`src/rtl/credit_ledger_if.sv`:
```
// Bus bundle for credit_ledger: coin/spin/win inputs, BCD display outputs and spin handshake.
interface credit_ledger_if;
    logic       coin_in;
    logic       spin_req;
    logic       win_valid;
    logic [3:0] win_bcd1;
    logic [3:0] win_bcd0;
    logic [3:0] won_amt1;
    logic [3:0] won_amt2;
    logic [3:0] credit_amt1;
    logic [3:0] credit_amt2;
    logic [3:0] credit_amt3;
    logic       spin_grant;
    logic       spin_denied;
    logic       busy;

    modport master (
        output coin_in, spin_req, win_valid, win_bcd1, win_bcd0,
        input  won_amt1, won_amt2, credit_amt1, credit_amt2, credit_amt3,
        input  spin_grant, spin_denied, busy
    );

    modport slave (
        input  coin_in, spin_req, win_valid, win_bcd1, win_bcd0,
        output won_amt1, won_amt2, credit_amt1, credit_amt2, credit_amt3,
        output spin_grant, spin_denied, busy
    );
endinterface

```
`src/rtl/credit_ledger.sv`:
```
// Three-digit BCD credit ledger: coins, bets and a tick-paced win payout, all saturating at 000/999.
module credit_ledger #(
    parameter logic [23:0] TICK_DIV = 24'd4_800_000
) (
    input  logic            clk,
    input  logic            reset_n,
    credit_ledger_if.slave  bus
);

    typedef enum logic {IDLE = 1'b0, PAYOUT = 1'b1} state_t;

    state_t      state_q, state_d;
    logic [11:0] credit_q, credit_d;
    logic [7:0]  won_q, won_d;
    logic [7:0]  rem_q, rem_d;
    logic [23:0] tick_q, tick_d;
    logic        grant_q, denied_q, busy_q;
    logic        bet_s, pay_s, denied_s;
    logic [7:0]  win_clamped_s;

    function automatic logic [3:0] bcd_clamp(input logic [3:0] d);
        return (d > 4'd9) ? 4'd9 : d;
    endfunction

    function automatic logic [11:0] bcd3_inc(input logic [11:0] v);
        logic [11:0] r;
        r = v;
        if (v == 12'h999) begin
            r = v;
        end else if (v[3:0] != 4'd9) begin
            r[3:0] = v[3:0] + 4'd1;
        end else if (v[7:4] != 4'd9) begin
            r[3:0] = 4'd0;
            r[7:4] = v[7:4] + 4'd1;
        end else begin
            r[3:0]  = 4'd0;
            r[7:4]  = 4'd0;
            r[11:8] = v[11:8] + 4'd1;
        end
        return r;
    endfunction

    function automatic logic [11:0] bcd3_dec(input logic [11:0] v);
        logic [11:0] r;
        r = v;
        if (v == 12'h000) begin
            r = v;
        end else if (v[3:0] != 4'd0) begin
            r[3:0] = v[3:0] - 4'd1;
        end else if (v[7:4] != 4'd0) begin
            r[3:0] = 4'd9;
            r[7:4] = v[7:4] - 4'd1;
        end else begin
            r[3:0]  = 4'd9;
            r[7:4]  = 4'd9;
            r[11:8] = v[11:8] - 4'd1;
        end
        return r;
    endfunction

    function automatic logic [7:0] bcd2_dec(input logic [7:0] v);
        logic [7:0] r;
        r = v;
        if (v == 8'h00) begin
            r = v;
        end else if (v[3:0] != 4'd0) begin
            r[3:0] = v[3:0] - 4'd1;
        end else begin
            r[3:0] = 4'd9;
            r[7:4] = v[7:4] - 4'd1;
        end
        return r;
    endfunction

    assign win_clamped_s = {bcd_clamp(bus.win_bcd1), bcd_clamp(bus.win_bcd0)};

    // Next-state, bet/payout decisions and saturating credit arithmetic.
    always_comb begin
        state_d  = state_q;
        credit_d = credit_q;
        won_d    = won_q;
        rem_d    = rem_q;
        tick_d   = tick_q;
        bet_s    = 1'b0;
        pay_s    = 1'b0;
        case (state_q)
            IDLE: begin
                if (bus.win_valid) begin
                    won_d = win_clamped_s;
                    rem_d = win_clamped_s;
                    if (win_clamped_s != 8'h00) begin
                        state_d = PAYOUT;
                        tick_d  = 24'd0;
                    end else begin
                        state_d = IDLE;
                    end
                end else if (bus.spin_req && ((credit_q != 12'h000) || bus.coin_in)) begin
                    bet_s = 1'b1;
                    won_d = 8'h00;
                end else begin
                    bet_s = 1'b0;
                end
            end
            PAYOUT: begin
                if (tick_q == (TICK_DIV - 24'd1)) begin
                    pay_s  = 1'b1;
                    tick_d = 24'd0;
                    rem_d  = bcd2_dec(rem_q);
                    if (rem_d == 8'h00) begin
                        state_d = IDLE;
                    end else begin
                        state_d = PAYOUT;
                    end
                end else begin
                    tick_d = tick_q + 24'd1;
                end
            end
            default: begin
                state_d = IDLE;
            end
        endcase

        // Net change is coin + pay - bet; each +1/-1 step saturates at the range ends.
        case ({bus.coin_in, pay_s, bet_s})
            3'b110:                 credit_d = bcd3_inc(bcd3_inc(credit_q));
            3'b100, 3'b010, 3'b111: credit_d = bcd3_inc(credit_q);
            3'b001:                 credit_d = bcd3_dec(credit_q);
            default:                credit_d = credit_q;
        endcase
    end

    assign denied_s = bus.spin_req & ~bet_s;

    // State, ledger and handshake registers.
    always_ff @(posedge clk or negedge reset_n) begin
        if (!reset_n) begin
            state_q  <= IDLE;
            credit_q <= 12'h000;
            won_q    <= 8'h00;
            rem_q    <= 8'h00;
            tick_q   <= 24'd0;
            grant_q  <= 1'b0;
            denied_q <= 1'b0;
            busy_q   <= 1'b0;
        end else begin
            state_q  <= state_d;
            credit_q <= credit_d;
            won_q    <= won_d;
            rem_q    <= rem_d;
            tick_q   <= tick_d;
            grant_q  <= bet_s;
            denied_q <= denied_s;
            busy_q   <= (state_d == PAYOUT);
        end
    end

    assign bus.credit_amt1 = credit_q[11:8];
    assign bus.credit_amt2 = credit_q[7:4];
    assign bus.credit_amt3 = credit_q[3:0];
    assign bus.won_amt1    = won_q[7:4];
    assign bus.won_amt2    = won_q[3:0];
    assign bus.spin_grant  = grant_q;
    assign bus.spin_denied = denied_q;
    assign bus.busy        = busy_q;

endmodule

```
`src/flat_wrapper.sv`:
```
// flat-port wrapper written by rule: the top's interface ports become plain ports
module credit_ledger_flat 
#(
    parameter logic [23:0] TICK_DIV = 24'd4_800_000
)
  (clk, reset_n, bus_coin_in, bus_spin_req, bus_win_valid, bus_win_bcd1, bus_win_bcd0, bus_won_amt1, bus_won_amt2, bus_credit_amt1, bus_credit_amt2, bus_credit_amt3, bus_spin_grant, bus_spin_denied, bus_busy);
  credit_ledger_if bus_i ();
  input  logic clk;
  input  logic reset_n;
  input wire logic [$bits(bus_i.coin_in)-1:0] bus_coin_in;
  input wire logic [$bits(bus_i.spin_req)-1:0] bus_spin_req;
  input wire logic [$bits(bus_i.win_valid)-1:0] bus_win_valid;
  input wire logic [$bits(bus_i.win_bcd1)-1:0] bus_win_bcd1;
  input wire logic [$bits(bus_i.win_bcd0)-1:0] bus_win_bcd0;
  output wire logic [$bits(bus_i.won_amt1)-1:0] bus_won_amt1;
  output wire logic [$bits(bus_i.won_amt2)-1:0] bus_won_amt2;
  output wire logic [$bits(bus_i.credit_amt1)-1:0] bus_credit_amt1;
  output wire logic [$bits(bus_i.credit_amt2)-1:0] bus_credit_amt2;
  output wire logic [$bits(bus_i.credit_amt3)-1:0] bus_credit_amt3;
  output wire logic [$bits(bus_i.spin_grant)-1:0] bus_spin_grant;
  output wire logic [$bits(bus_i.spin_denied)-1:0] bus_spin_denied;
  output wire logic [$bits(bus_i.busy)-1:0] bus_busy;
  assign bus_i.coin_in = bus_coin_in;
  assign bus_i.spin_req = bus_spin_req;
  assign bus_i.win_valid = bus_win_valid;
  assign bus_i.win_bcd1 = bus_win_bcd1;
  assign bus_i.win_bcd0 = bus_win_bcd0;
  assign bus_won_amt1 = bus_i.won_amt1;
  assign bus_won_amt2 = bus_i.won_amt2;
  assign bus_credit_amt1 = bus_i.credit_amt1;
  assign bus_credit_amt2 = bus_i.credit_amt2;
  assign bus_credit_amt3 = bus_i.credit_amt3;
  assign bus_spin_grant = bus_i.spin_grant;
  assign bus_spin_denied = bus_i.spin_denied;
  assign bus_busy = bus_i.busy;
  credit_ledger #(.TICK_DIV(TICK_DIV)) u_core (.clk(clk), .reset_n(reset_n), .bus(bus_i));
endmodule
```
`config.mk`:
```
export PLATFORM = sky130hd
export DESIGN_NAME = credit_ledger_flat
export DESIGN_NICKNAME = d
export VERILOG_FILES = /design/src/rtl/credit_ledger_if.sv /design/src/rtl/credit_ledger.sv /design/src/flat_wrapper.sv
export SDC_FILE = /design/constraint.sdc
export NUM_CORES = 1
export LEC_CHECK = 0
export CORE_ASPECT_RATIO = 1.25
export CORE_MARGIN = 4
export CORE_UTILIZATION = 35
export CTS_BUF_LIST = sky130_fd_sc_hd__clkbuf_4
export DETAILED_ROUTE_END_ITERATION = 8
export PLACE_DENSITY_LB_ADDON = 0.12
export RECOVER_POWER = 100
export SYNTH_ARGS = -nofsm -noshare
export SYNTH_HDL_FRONTEND = slang
export SYNTH_SLANG_ARGS = --single-unit
```
`constraint.sdc`:
```
create_clock -name clk -period 3.8 [get_ports clk]
set_clock_uncertainty 0.15 [all_clocks]
set_input_delay 0.57 -clock clk [delete_from_list [all_inputs] [get_ports clk]]
set_output_delay 0.57 -clock clk [all_outputs]
set_load 0.005 [all_outputs]
```
# --- Yosys cells after proc, flatten, opt, wreduce, memory -nomap -nowiden ---
# Index checks and enable logic that the tools add are counted.
totals:
  register_bits: 55
  out_inout_bits: 23
op_classes:
  addsub: 12
  magnitude_cmp: 2
  eq_ne: 18
  mux: 43
  bitwise: 3
  n_reduce_logical: 19
op_table:
  columns: ["cell", "count"]
  rows:
  - ["$mux W8", 13]
  - ["$mux W24", 3]
  - ["$mux W12", 4]
  - ["$pmux W24 S2", 1]
  - ["$mux W4", 10]
  - ["$pmux W12 S3", 1]
  - ["$add A24 B1 Y24 const B", 1]
  - ["$add A4 B1 Y4 const B", 6]
  - ["$eq A12 B12 Y1 const B", 2]
  - ["$eq A24 B23 Y1 const B", 1]
  - ["$sub A4 B1 Y4 const B", 5]
  - ["$logic_not A8 Y1", 2]
  - ["$ne A4 B4 Y1 const B", 4]
  - ["$pmux W8 S2", 1]
  - ["$logic_not A12 Y1", 1]
  - ["$reduce_bool A12 Y1", 1]
  - ["$reduce_bool A4 Y1", 3]
  - ["$ne A2 B2 Y1 const B", 5]
  - ["$eq A3 B3 Y1 const B", 3]
  - ["$mux W1", 9]
  - ["$gt A4 B4 Y1 const B", 2]
  - ["$reduce_and A2 Y1", 4]
  - ["$reduce_bool A8 Y1", 1]
  - ["$reduce_and A4 Y1", 1]
  - ["other kinds (12)", 13]

# --- Logic depth before layout (Yosys ltp) ---
# Gate-level depths: netlist (run 1).
logic_depth:
  depth_word: 13
  depth_mapped: 14
  mapped_depth_nobuf: 13

# --- Least setup slack after synthesis (run 1) ---
# No wires, ideal clock.
synth_timing:
  path_type: "flip-flop to flip-flop"
  from: "register u_core.credit_q[9]"
  to: "register u_core.credit_q[6]"
  setup_time_ns: 0.124
  arrival_time_ns: 2.827
  slack_ns: 0.699
  stages_incl_launch_ff: 15
  synth_period_minus_slack_ns: 3.101
  cell_sequence: "dfrtp_1 -> inv_1 -> ha_1 -> and3b_1 -> clkbuf_1 -> nand3b_1 -> mux2_2 -> inv_1 -> ha_1 -> nand2_1 -> mux2i_1 -> o2111a_1 -> a211oi_1 -> mux2i_1 -> a211o_1"
synth_via:
  elab_chain_cells: 10
  word_cells_on_any_way: 31
synth_rtl:
  columns: ["item", "line_no", "rtl"]
  rows:
  - ["start, declared", "credit_ledger.sv:13", "logic [11:0] credit_q, credit_d;"]
  - ["start signal, assigned", "credit_ledger.sv:147", "credit_q <= credit_d;"]
  - ["parallel branches: the longest is 10 deep, another holds $add A4 B1 Y4", null, null]
# Several ways; the timed one is not identified. The select of a mux whose other input is x is not followed.
# A chain may end at the register's enable or synchronous reset.

# --- Worst setup path after layout (run 1) ---
layout_timing:
  from: "register u_core.tick_q[15]"
  to: "register u_core.tick_q[16]"
layout_via:
  elab_chain_cells: 3
  word_cells_on_any_way: 4
layout_rtl:
  columns: ["item", "line_no", "rtl"]
  rows:
  - ["start, declared", "credit_ledger.sv:16", "logic [23:0] tick_q, tick_d;"]
  - ["start signal, assigned", "credit_ledger.sv:150", "tick_q <= tick_d;"]
  - ["$add A24 B1 Y24 / $eq A24 B23 Y1 (equally long branches)", "credit_ledger.sv:115, credit_ledger.sv:105", null]
  - ["$mux W24 *", "credit_ledger.sv:105", "if (tick_q == (TICK_DIV - 24'd1)) begin"]
  - ["$pmux W24 S2 *", "credit_ledger.sv:86", "case (state_q)"]
# Mark *: on every way between the ends. The rest lies on a longest branch, timed or not.

==> results.md, run 1 <==
- Fill count: 1177
- Most frequent cells in the layout: 60 x nand2_1, 55 x dfrtp_1, 49 x o21ai_0
- Final wirelength: 10.78 mm
- Chip width: 103.5 um
- Finished Cell Area: 4497 um2
- RSZ-0062 raised after global routing: false
- Sum Neg Setup Slack: 0 ps
- Final Cycle Share: 0.9151
- Die Y: roughly 130 um
- Internal power: a little under 1 mW
- Main synth FF type: dfrtp_1
- CTS clock-pin slew for the worst setup and hold paths: 160 ps
- I/O Buffers: 35
- Final setup vio count: 0
- Max Freq: around 0.29 GHz
- Layout cells sized above 1: 0.06250
- Final Hold Vio Count: 0
- Relative slew slack: -0.6025
- Vias in the first global route: between 3000 and 4000
- Synth area leader: dfrtp_1
- Post-CTS Resized: 0
- Crit path max fanout: 24
- Worst Max-Slew Pin Slew: 2404 ps
- Status: finished with violations
- Final net count: approximately 530
- Drt wl/cell: 16.66 um
- DR vias: approximately 3700
- Starting Density: 0.3582
- PD cells: 361.1 nW/um2
- Antenna violations before repair: 0
- Adder-Cell Fraction of Synth Area: 0.02823
- Post-CTS setup buffers: 0
- Fin. max-slew vios: 42
- Top cell type's share of synthesized area: 0.3450
- DR pass1 iterations: 4
- WP data required: 3930 ps
- Largest net degree at the start of global routing: 42
- H-tree Lvls: 2
- Complex-gate fraction of the synthesized area: 0.2663
- Hold Crit Class: flop to flop
- Initial DRC Count: 174
- Ys async rst share: 1.000
- Routability cong.: between 0.8 and 0.9
- Ranking of synthesized cells by area: dfrtp_1 35%, o21ai_0 5.9%, nand2_1 5.6%, a21oi_1 4.1%, nor2_1 3.2%
- Clk sink count: 55
- Violated checks: max-capacitance violations, max-slew violations
- Mapped Cells: between 400 and 500
- Area grow syn2layout: 12.74%
- Global-route wire length before repair: 17.82 mm
- Std-Cell Rows: 43
- Crit path launch type: flop
- Root buffer cell: clkbuf_4
- LEAKAGE: 1.848 nW
- Total Routing Usage GR: 0.1692
- Max cap viols: 1
- CTS Hold Bufs: 0
- Fin crit period: 3477 ps
- Core footprint: 11140 um2
- IO Count: 36
- Synthesis Warnings: 0
- Residual DRC count: 0
- Register area share after synthesis: 0.3450
- Synthesized Nets: 501
- Worst-Skew Late Latency: 390 ps
- Switching Fraction: 0.3940
- Share of total power in sequential cells: 0.400
- Detail Route Antenna Nets: 0
- Hpwl dp: 7.937 mm
- CTS tree: done
- CP arrival: between 3000 and 4000 ps
- Post-DP Area: 4508 um2
- WS Path Type: flop to flop
- CTS Buf Count: 5
- Post-synthesis xor/xnor area fraction: 0.02666
- DR vias/cell: about 5.8
- Largest family of logic cells by synthesized area: compound AO/OA/AOI/OAI gates
- N_diodes: 0
- Post-Syn Area: around 4000 um2
- Netlist cell types: 80
- Post-synthesis register bit count: 55
- Post-synth EDFFs: 0
- Leading cell type in the layout, fill and taps excluded: nand2_1
- Net Sw Power: 0.6398 mW
- Total global routing overflow: 0
- Clk network pwr share: 0.163
- CP endpoint kind: flop
- Worst IR Drop VDD: 137.8 uV
- Die area: 13180 um2
- Post-synthesis simple-gate area fraction: 0.2638
- Synth Area per Inst: 8.327 um2
- Mux share of post-synthesis cell area: 0.02604
- Hold slack: approximately 350 ps
- Maximum clock path buffer count: 2
- Comb power frac: 0.437
[registers in the layout, indices dropped and copies added (netlist names)]
register	cells
u_core.tick_q	24
u_core.credit_q	12
u_core.won_q	8
u_core.state_q	1
u_core.bus.spin_denied	1
u_core.rem_q	8
u_core.bus.spin_grant	1
[critical path, cell delays in order, from the launching register on]
cell and delay [ps]:
dfrtp_1 460, or4b_4 540, nor4_1 860, nand2_1 360, nand2_1 320, buf_4 330
nor2_1 80, o21ai_0 160, o21ai_0 110
[kinds of logic (layout without fill, tap and decap cells)]
| group | count (synthesis) | count (layout) |
|---|---|---|
| AO/OA/AOI/OAI | 160 | 160 |
| XOR/XNOR | 10 | 10 |
| adder cells (fa/ha/maj) | 9 | 9 |
| buffers and inverters | 40 | 73 |
| flip-flops | 55 | 55 |
| multiplexers | 10 | 10 |
| AND/OR/NAND/NOR | 195 | 195 |
[cell usage after synthesis, types with 6 or more instances]
master,n
o31ai_1,12
inv_1,14
nor3b_1,9
nand2_1,60
nor2_1,34
and3_1,8
a21o_1,7
o21ai_0,47
xnor2_1,6
buf_2,10
nand3_1,15
ha_1,9
a31oi_1,10
nor3_1,15
dfrtp_1,55
clkbuf_1,12
a21oi_1,33
mux2i_1,7
nor4_1,7
[final timing paths]
kind                                   start                  to  slack [ps]  cells after the start
min in group asynchronous            reset_n  u_core.credit_q[8]         730                      1
hold / removal               u_core.won_q[1]     u_core.won_q[1]         350                      1
max in group asynchronous            reset_n    u_core.tick_q[4]        1130                      2
setup reg to reg           u_core.tick_q[15]   u_core.tick_q[16]         320                      8
setup / recovery           u_core.tick_q[15]   u_core.tick_q[16]         320                      8
hold reg to reg              u_core.won_q[1]     u_core.won_q[1]         350                      1
[layer usage]
metal  share of wire  routed length [um]  track usage
met5               0                   0            0
met2            0.48                5178       0.2725
met4           0.033                 351      0.07012
met3           0.037                 399      0.02567
met1            0.45                4850       0.2239
[final cells by class]
| type | count | area [um2] | share of cell area |
|---|---|---|---|
| multi-input cells | 384 | 2422 | 0.5387 |
| well taps | 135 | 168.9 | 0.03756 |
| clock buffers | 5 | 37.54 | 0.008347 |
| clock inverters | 2 | 8.758 | 0.001948 |
| flip-flops and latches | 55 | 1376 | 0.3061 |
| inverters | 14 | 52.55 | 0.01169 |
| repair buffers | 52 | 430.4 | 0.09572 |
[metrics by stage]
stage / setup WS (ps) / instances / power, mW / util
6_report: 322.8 / 647 / 1.624 / 0.4038
5_1_grt: 32.20 / 647 / 1.752 / 0.4038
4_1_cts: 396.3 / 647 / 1.685 / 0.4089
3_5_place_dp: 432.5 / 640 / 1.411 / 0.4048
3_3_place_gp: 532.1 / 640 / 1.408 / 0.4048
2_1_floorplan: 698.6 / 479 / 1.125 / -
[power by group through the flow]
stage / clock [mW] / combinational (mW) / sequential, mW
2_1_floorplan: 0 / 0.449 / 0.676
3_3_place_gp: 0 / 0.745 / 0.662
3_5_place_dp: 0 / 0.748 / 0.663
4_1_cts: 0.283 / 0.751 / 0.652
5_1_grt: 0.304 / 0.791 / 0.656
6_report: 0.265 / 0.709 / 0.650
Note: power is estimated with default switching activity, not from simulation.
==> inputs of run 2 (changes only) <==
RECOVER_POWER = not set   (was 100)
clock period = 4.21 ns   (was 3.8 ns; I/O delays follow)
==> run 2 against run 1 <==
  * Largest power group is now registers
  * Global-route usage grew 0.20 points
  * The run now ends clean
  * Cell area grew 0.61%
  * Non-clock buffer count shrank 8
  * Routed wire length grew 0.38%
  * Cell count shrank 1.1%
  * Sequential share of layout area shrank 0.19 points
  * Fmax grew 1.3%
==> results.md, run 2 (same netlist as run 1, synthesis figures left out) <==
- Largest net degree at the start of global routing: 34 (was 42)
- RSZ-0062 raised after global routing: false (unchanged)
- Vias in the first global route: 3628 (was 3457)
- Internal power: 0.9450 mW (was 0.9842 mW)
- Detail Route Antenna Nets: 0 (unchanged)
- Total global routing overflow: 0 (unchanged)
- CTS clock-pin slew for the worst setup and hold paths: 160 ps (about the same)
- Std-Cell Rows: 43 (unchanged)
- Fin crit period: 3431 ps (was 3477 ps)
- Share of total power in sequential cells: 0.424 (was 0.400)
- Crit path launch type: flop (unchanged)
- Die area: 13180 um2 (unchanged)
- CP max-delay cell: dfrtp_1 (was nor4_1)
- Die Y: 127.4 um (unchanged)
- N_diodes: 0 (unchanged)
- Comb power frac: 0.375 (was 0.437)
- Root buffer cell: clkbuf_4 (unchanged)
- Layout cells sized above 1: 0.07723 (was 0.06250)
- Final Power: 1.515 mW (was 1.624 mW)
- Setup WS pre-CTS: 844.3 ps (was 432.5 ps)
- CP arrival: 3580 ps (was 3610 ps)
- Drt wl/cell: 16.91 um (was 16.66 um)
- LEAKAGE: 1.833 nW (was 1.848 nW)
- Hold Crit Class: input pin to asynchronous set/reset pin (was flop to flop)
- Max FFs per register: 24 (unchanged)
- Most frequent cells in the layout: 60 x nand2_1, 55 x dfrtp_1, 47 x o21ai_0 (was 60 x nand2_1, 55 x dfrtp_1, 49 x o21ai_0)
- Clk network pwr share: 0.201 (was 0.163)
- Delay-heaviest family, CP: multiplexers (was simple AND/OR/NAND/NOR gates)
- Final setup margin: 778.5 ps (was 322.8 ps)
- Final setup vio count: 0 (unchanged)
- Sum Neg Setup Slack: 0 ps (unchanged)
- CP endpoint kind: flop (unchanged)
- Core footprint: 11140 um2 (unchanged)
- Worst Max-Slew Pin Slew: 828.0 ps (was 2404 ps)
- Status: completed (was finished with violations)
- Area grow syn2layout: 13.43% (was 12.74%)
- Maximum clock path buffer count: 2 (unchanged)
- IO Count: 36 (unchanged)
- Worst-Skew Late Latency: 400 ps (was 390 ps)
- Post-CTS Resized: 0 (unchanged)
- Worst reg2reg setup slack: 780 ps (was 320 ps)
- Final Cycle Share: 0.8151 (was 0.9151)
- Crit path largest cell delay: 610 ps (was 860 ps)
- Chip width: 103.5 um (unchanged)
- Post-CTS setup buffers: 0 (unchanged)
- Hold slack: 56.59 ps (was 347.0 ps)
- Final net count: 526 (was 534)
- Critical path, cell by cell: ha_1 > and3b_1 > nand3b_1 > mux2_2 > inv_1 > ha_1 > nand2_1 > mux2i_1 > o2111a_1 > a211oi_1 > mux2i_1 > a211o_1 (was or4b_4 > nor4_1 > nand2_1 > nand2_1 > buf_4 > nor2_1 > o21ai_0 > o21ai_0)
- Final Hold Vio Count: 0 (unchanged)
- Starting Density: 0.3582 (unchanged)
- Switching Fraction: 0.3761 (was 0.3940)
- Routability cong.: 0.8972 (was 0.8287)
- Clk sink count: 55 (unchanged)
- Max cap viols: 0 (was 1)
- Most flop-heavy register: u_core.tick_q (unchanged)
- Residual DRC count: 0 (unchanged)
- Relative slew slack: 0.4454 (was -0.6025)
- CP bufs+invs: 1 (unchanged)
- Initial DRC Count: 152 (was 174)
- Fin. max-slew vios: 0 (was 42)
- Max Freq: 0.2914 GHz (was 0.2876 GHz)
- Hpwl dp: 7.860 mm (was 7.937 mm)
- Global-route wire length before repair: 18.15 mm (was 17.82 mm)
- Worst IR Drop VDD: 135.1 uV (was 137.8 uV)
- WP data required: 4360 ps (was 3930 ps)
- FF-to-FF End: u_core.credit_q[6] (was u_core.tick_q[16])
- CTS tree: done (unchanged)
- WS Path Type: flop to flop (unchanged)
- Biggest regs: u_core.tick_q x24, u_core.credit_q x12 (unchanged)
- Net Sw Power: 0.5697 mW (was 0.6398 mW)
- PD cells: 334.8 nW/um2 (was 361.1 nW/um2)
- Multi-input logic area: 2437 um2 (was 2422 um2)
- CTS Buf Count: 5 (unchanged)
- DR pass1 iterations: 5 (was 4)
- Leading cell type in the layout, fill and taps excluded: nand2_1 (unchanged)
- Finished Core Util: 0.4062 (was 0.4038)
- H-tree Lvls: 2 (unchanged)
- Fill count: 1111 (was 1177)
- R2r worst-path depth: 12 (was 8)
- Total Routing Usage GR: 0.1712 (was 0.1692)
- DR vias/cell: 5.873 (was 5.793)
- I/O Buffers: 35 (unchanged)
- CTS Hold Bufs: 0 (unchanged)
- Crit path max fanout: 13 (was 24)
- Area taken by flip-flops and latches: 1376 um2 (unchanged)
- WP depth: 12 (was 8)
- DR vias: 3759 (was 3748)
- R2r startpoint: u_core.credit_q[8] (was u_core.tick_q[15])
- Antenna violations before repair: 0 (unchanged)
- Final wirelength: 10.82 mm (was 10.78 mm)
[run 2: metal layers]
metal,up-vias,track usage,share of wire
li1,1833,-,-
met1,1816,0.2247,0.44
met2,96,0.2842,0.50
met3,14,0.02949,0.042
met4,0,0.05335,0.016
met5,-,0,0
[run 2: how the worst max path moves through the flow]
stage / from / to / slack, ps
floorplan: u_core.credit_q[9] / u_core.credit_q[6] / 1110
global placement: u_core.credit_q[2] / u_core.credit_q[6] / 940
detailed placement: u_core.credit_q[8] / u_core.credit_q[6] / 840
CTS: u_core.credit_q[8] / u_core.credit_q[6] / 800
global route: u_core.credit_q[8] / u_core.credit_q[6] / 550
finish: u_core.credit_q[8] / u_core.credit_q[6] / 780
[run 2: worst reg2reg max path: cells and delay by family (launching register included)]
family	cells	cell delay (ps)
simple gates	3	630
flops	1	610
mux	3	820
buf+inv	1	60
fa+ha+maj	2	380
compound gates	3	690
[run 2: power by group through the flow]
| stage | logic, mW | clock network (mW) | registers [mW] |
|---|---|---|---|
| after floorplan | 0.405 | 0 | 0.610 |
| after global placement | 0.565 | 0 | 0.651 |
| after detailed placement | 0.565 | 0 | 0.653 |
| after CTS | 0.568 | 0.319 | 0.642 |
| after global routing | 0.635 | 0.334 | 0.652 |
| final | 0.568 | 0.304 | 0.643 |
[run 2: layout make-up]
class | count | share of cell area
sequential | 55 | 0.3042
clock inverter | 3 | 0.008573
multi-input combinational | 384 | 0.5387
inverter | 14 | 0.01162
clock buffer | 5 | 0.008296
tap | 135 | 0.03733
timing repair buffer | 44 | 0.09126
[run 2: per-stage QoR]
stage | cell area [um2] | cells
final | 4524 | 640
after global routing | 4524 | 640
after CTS | 4524 | 640
after detailed placement | 4448 | 632
after global placement | 4448 | 632
after floorplan | 3989 | 479
==> inputs of run 3 (changes only) <==
clock period = 3.2 ns   (was 4.21 ns; I/O delays follow)
==> run 3 against run 2 <==
  * Clock power is 62% higher
  * Hold slack worse by 17 ps
  * Combinational power grew 56%
  * Routed wire length is 2.7% higher
  * Setup slack worse by 520 ps
  * Non-clock buffer count is 23 higher
  * Die area did not move
  * Global-route usage rose by 0.93 points
  * Flip-flop and latch count unchanged
  * Cell count grew 3.8%
  * Utilization up 2.1 points
  * Highest routed layer unchanged
==> results.md, run 3 (same netlist as run 1, synthesis figures left out) <==
- CP max-delay cell: dfrtp_1 (unchanged)
- Final Cycle Share: 0.9179 (was 0.8151)
- RSZ-0062 raised after global routing: false (unchanged)
- Die Y: 127.4 um (unchanged)
- Worst Max-Slew Pin Slew: 748.7 ps (was 828.0 ps)
- Maximum clock path buffer count: 2 (unchanged)
- Met1 usage: 0.2322 (was 0.2247)
- Worst IR Drop VDD: 268.8 uV (was 135.1 uV)
- CP endpoint kind: flop (unchanged)
- Layout cells sized above 1: 0.1193 (was 0.07723)
- PD cells: 452.6 nW/um2 (was 334.8 nW/um2)
- Total global routing overflow: 0 (unchanged)
- Area grow syn2layout: 19.17% (was 13.43%)
- Std-Cell Rows: 43 (unchanged)
- Top Usage Layer GRT: met2 (unchanged)
- Comb power frac: 0.412 (was 0.375)
- Switching Fraction: 0.3569 (was 0.3761)
- WS Path Type: flop to flop (unchanged)
- CTS Hold Bufs: 0 (unchanged)
- Final Hold Vio Count: 0 (unchanged)
- Net Sw Power: 0.7677 mW (was 0.5697 mW)
- Drt wl/cell: 16.73 um (was 16.91 um)
- Die area: 13180 um2 (unchanged)
- Largest net degree at the start of global routing: 56 (was 34)
- Vias in the first global route: 3875 (was 3628)
- Crit path max fanout: 4 (was 13)
- Chip width: 103.5 um (unchanged)
- Max FFs per register: 24 (unchanged)
- Core footprint: 11140 um2 (unchanged)
- Clk network pwr share: 0.230 (was 0.201)
- Setup WS pre-CTS: 215.0 ps (was 844.3 ps)
- Antenna violations before repair: 1 (was 0)
- Finished Core Util: 0.4268 (was 0.4062)
- Most frequent cells in the layout: 60 x nand2_1, 55 x dfrtp_1, 47 x o21ai_0 (unchanged)
- Global-route wire length before repair: 19.14 mm (was 18.15 mm)
- Final setup vio count: 0 (unchanged)
- Grt met2 use: 0.2932 (was 0.2842)
- Hold slack: 39.71 ps (was 56.59 ps)
- Biggest regs: u_core.tick_q x24, u_core.credit_q x12 (unchanged)
- H-tree Lvls: 2 (unchanged)
- IO Count: 36 (unchanged)
- Share of total power in sequential cells: 0.358 (was 0.424)
- Total Routing Usage GR: 0.1805 (was 0.1712)
- I/O Buffers: 35 (unchanged)
- Fin crit period: 2937 ps (was 3431 ps)
- CP arrival: 3080 ps (was 3580 ps)
- Relative slew slack: 0.5009 (was 0.4454)
- Detail Route Antenna Nets: 0 (unchanged)
- LEAKAGE: 1.966 nW (was 1.833 nW)
- Post-DP Area: 4646 um2 (was 4448 um2)
- Crit path launch type: flop (unchanged)
- Fin. max-slew vios: 0 (unchanged)
- Hpwl dp: 8.139 mm (was 7.860 mm)
- WP data required: 3350 ps (was 4360 ps)
- Fill count: 1128 (was 1111)
- DR vias: 3841 (was 3759)
- M3 GR Usage: 0.02840 (was 0.02949)
- Final wirelength: 11.11 mm (was 10.82 mm)
- Max cap viols: 0 (unchanged)
- DR pass1 iterations: 4 (was 5)
- Status: completed (unchanged)
- Hold Crit Class: input pin to asynchronous set/reset pin (unchanged)
- Crit path largest cell delay: 410 ps (was 610 ps)
- Root buffer cell: clkbuf_4 (unchanged)
- Leading cell type in the layout, fill and taps excluded: nand2_1 (unchanged)
- Routability cong.: 0.9157 (was 0.8972)
- Most flop-heavy register: u_core.tick_q (unchanged)
- Clk sink count: 55 (unchanged)
- Sum Neg Setup Slack: 0 ps (unchanged)
- Final net count: 549 (was 526)
- Max Freq: 0.3405 GHz (was 0.2914 GHz)
- Internal power: 1.384 mW (was 0.9450 mW)
- Initial DRC Count: 148 (was 152)
- DR vias/cell: 5.785 (was 5.873)
- Starting Density: 0.3582 (unchanged)
- Post-CTS setup buffers: 0 (unchanged)
- Final setup margin: 262.8 ps (was 778.5 ps)
- CTS Buf Count: 5 (unchanged)
- CTS clock-pin slew for the worst setup and hold paths: 170 ps (was 160 ps)
- Post-CTS Resized: 0 (unchanged)
- Residual DRC count: 0 (unchanged)
- Critical path, cell by cell: ha_1 > and3b_1 > nand3b_1 > mux2_2 > inv_1 > ha_1 > nand2_1 > mux2i_1 > buf_4 > o2111a_1 > a211oi_1 > mux2i_1 > a211o_1 (was ha_1 > and3b_1 > nand3b_1 > mux2_2 > inv_1 > ha_1 > nand2_1 > mux2i_1 > o2111a_1 > a211oi_1 > mux2i_1 > a211o_1)
- Finished Cell Area: 4753 um2 (was 4524 um2)
- Worst-Skew Late Latency: 400 ps (about the same)
- CTS tree: done (unchanged)
[run 3: cell types whose count changed in the layout (fill, tap and decap cells not counted), sizes merged]
cell,delta
diode,+1
clkbuf,+1
clkinv,-2
bufinv,+1
buf,+23
[run 3: path summary, 6_finish.rpt]
path / slack, ps / start / depth (start not counted) / endpoint
worst max-delay path: 260 / u_core.credit_q[8] / 13 / u_core.credit_q[6]
worst min-delay path: 40 / reset_n / 2 / u_core.rem_q[1]
worst max register to register: 260 / u_core.credit_q[8] / 13 / u_core.credit_q[6]
worst min register to register: 340 / u_core.tick_q[8] / 1 / u_core.tick_q[8]
max in group asynchronous: 2340 / reset_n / 2 / u_core.tick_q[0]
min in group clk: 340 / u_core.tick_q[8] / 1 / u_core.tick_q[8]
[run 3: layer usage]
metal	share of wire	up-vias
met5	0	-
met4	0.037	0
met3	0.031	26
met2	0.49	82
met1	0.44	1854
li1	-	1879
[run 3: worst max-delay path: cells and delay by family (launching register included)]
family                     cells  cell delay [ps]
AOI/OAI and AO/OA              3              750
muxes                          3              470
adders and majority gates      2              390
buffers and inverters          2              180
and+or+nand+nor                3              490
DFF                            1              410
[run 3: final cells by class]
cell class | instances | area (um2) | share of cell area
Sequential cell | 55 | 1376 | 0.2895
Inverter | 14 | 52.55 | 0.01106
Clock inverter | 2 | 60.06 | 0.01263
Clock buffer | 6 | 45.04 | 0.009476
Timing Repair Buffer | 67 | 610.6 | 0.1285
Multi-Input combinational cell | 384 | 2437 | 0.5128
Antenna cell | 1 | 2.502 | 0.0005265
Tap cell | 135 | 168.9 | 0.03554
[run 3: power groups by stage]
| stage | combinational [mW] | clock, mW | sequential [mW] |
|---|---|---|---|
| 6_report | 0.886 | 0.494 | 0.771 |
| 5_1_grt | 0.979 | 0.539 | 0.778 |
| 4_1_cts | 0.893 | 0.509 | 0.772 |
| 3_5_place_dp | 0.889 | 0 | 0.785 |
| 3_3_place_gp | 0.891 | 0 | 0.785 |
| 2_1_floorplan | 0.533 | 0 | 0.803 |
[run 3: per-stage QoR]
stage	cells	power (mW)
global route	664	2.296
detailed placement	655	1.675
finish	664	2.151
global placement	655	1.675
floorplan	479	1.336
CTS	663	2.174
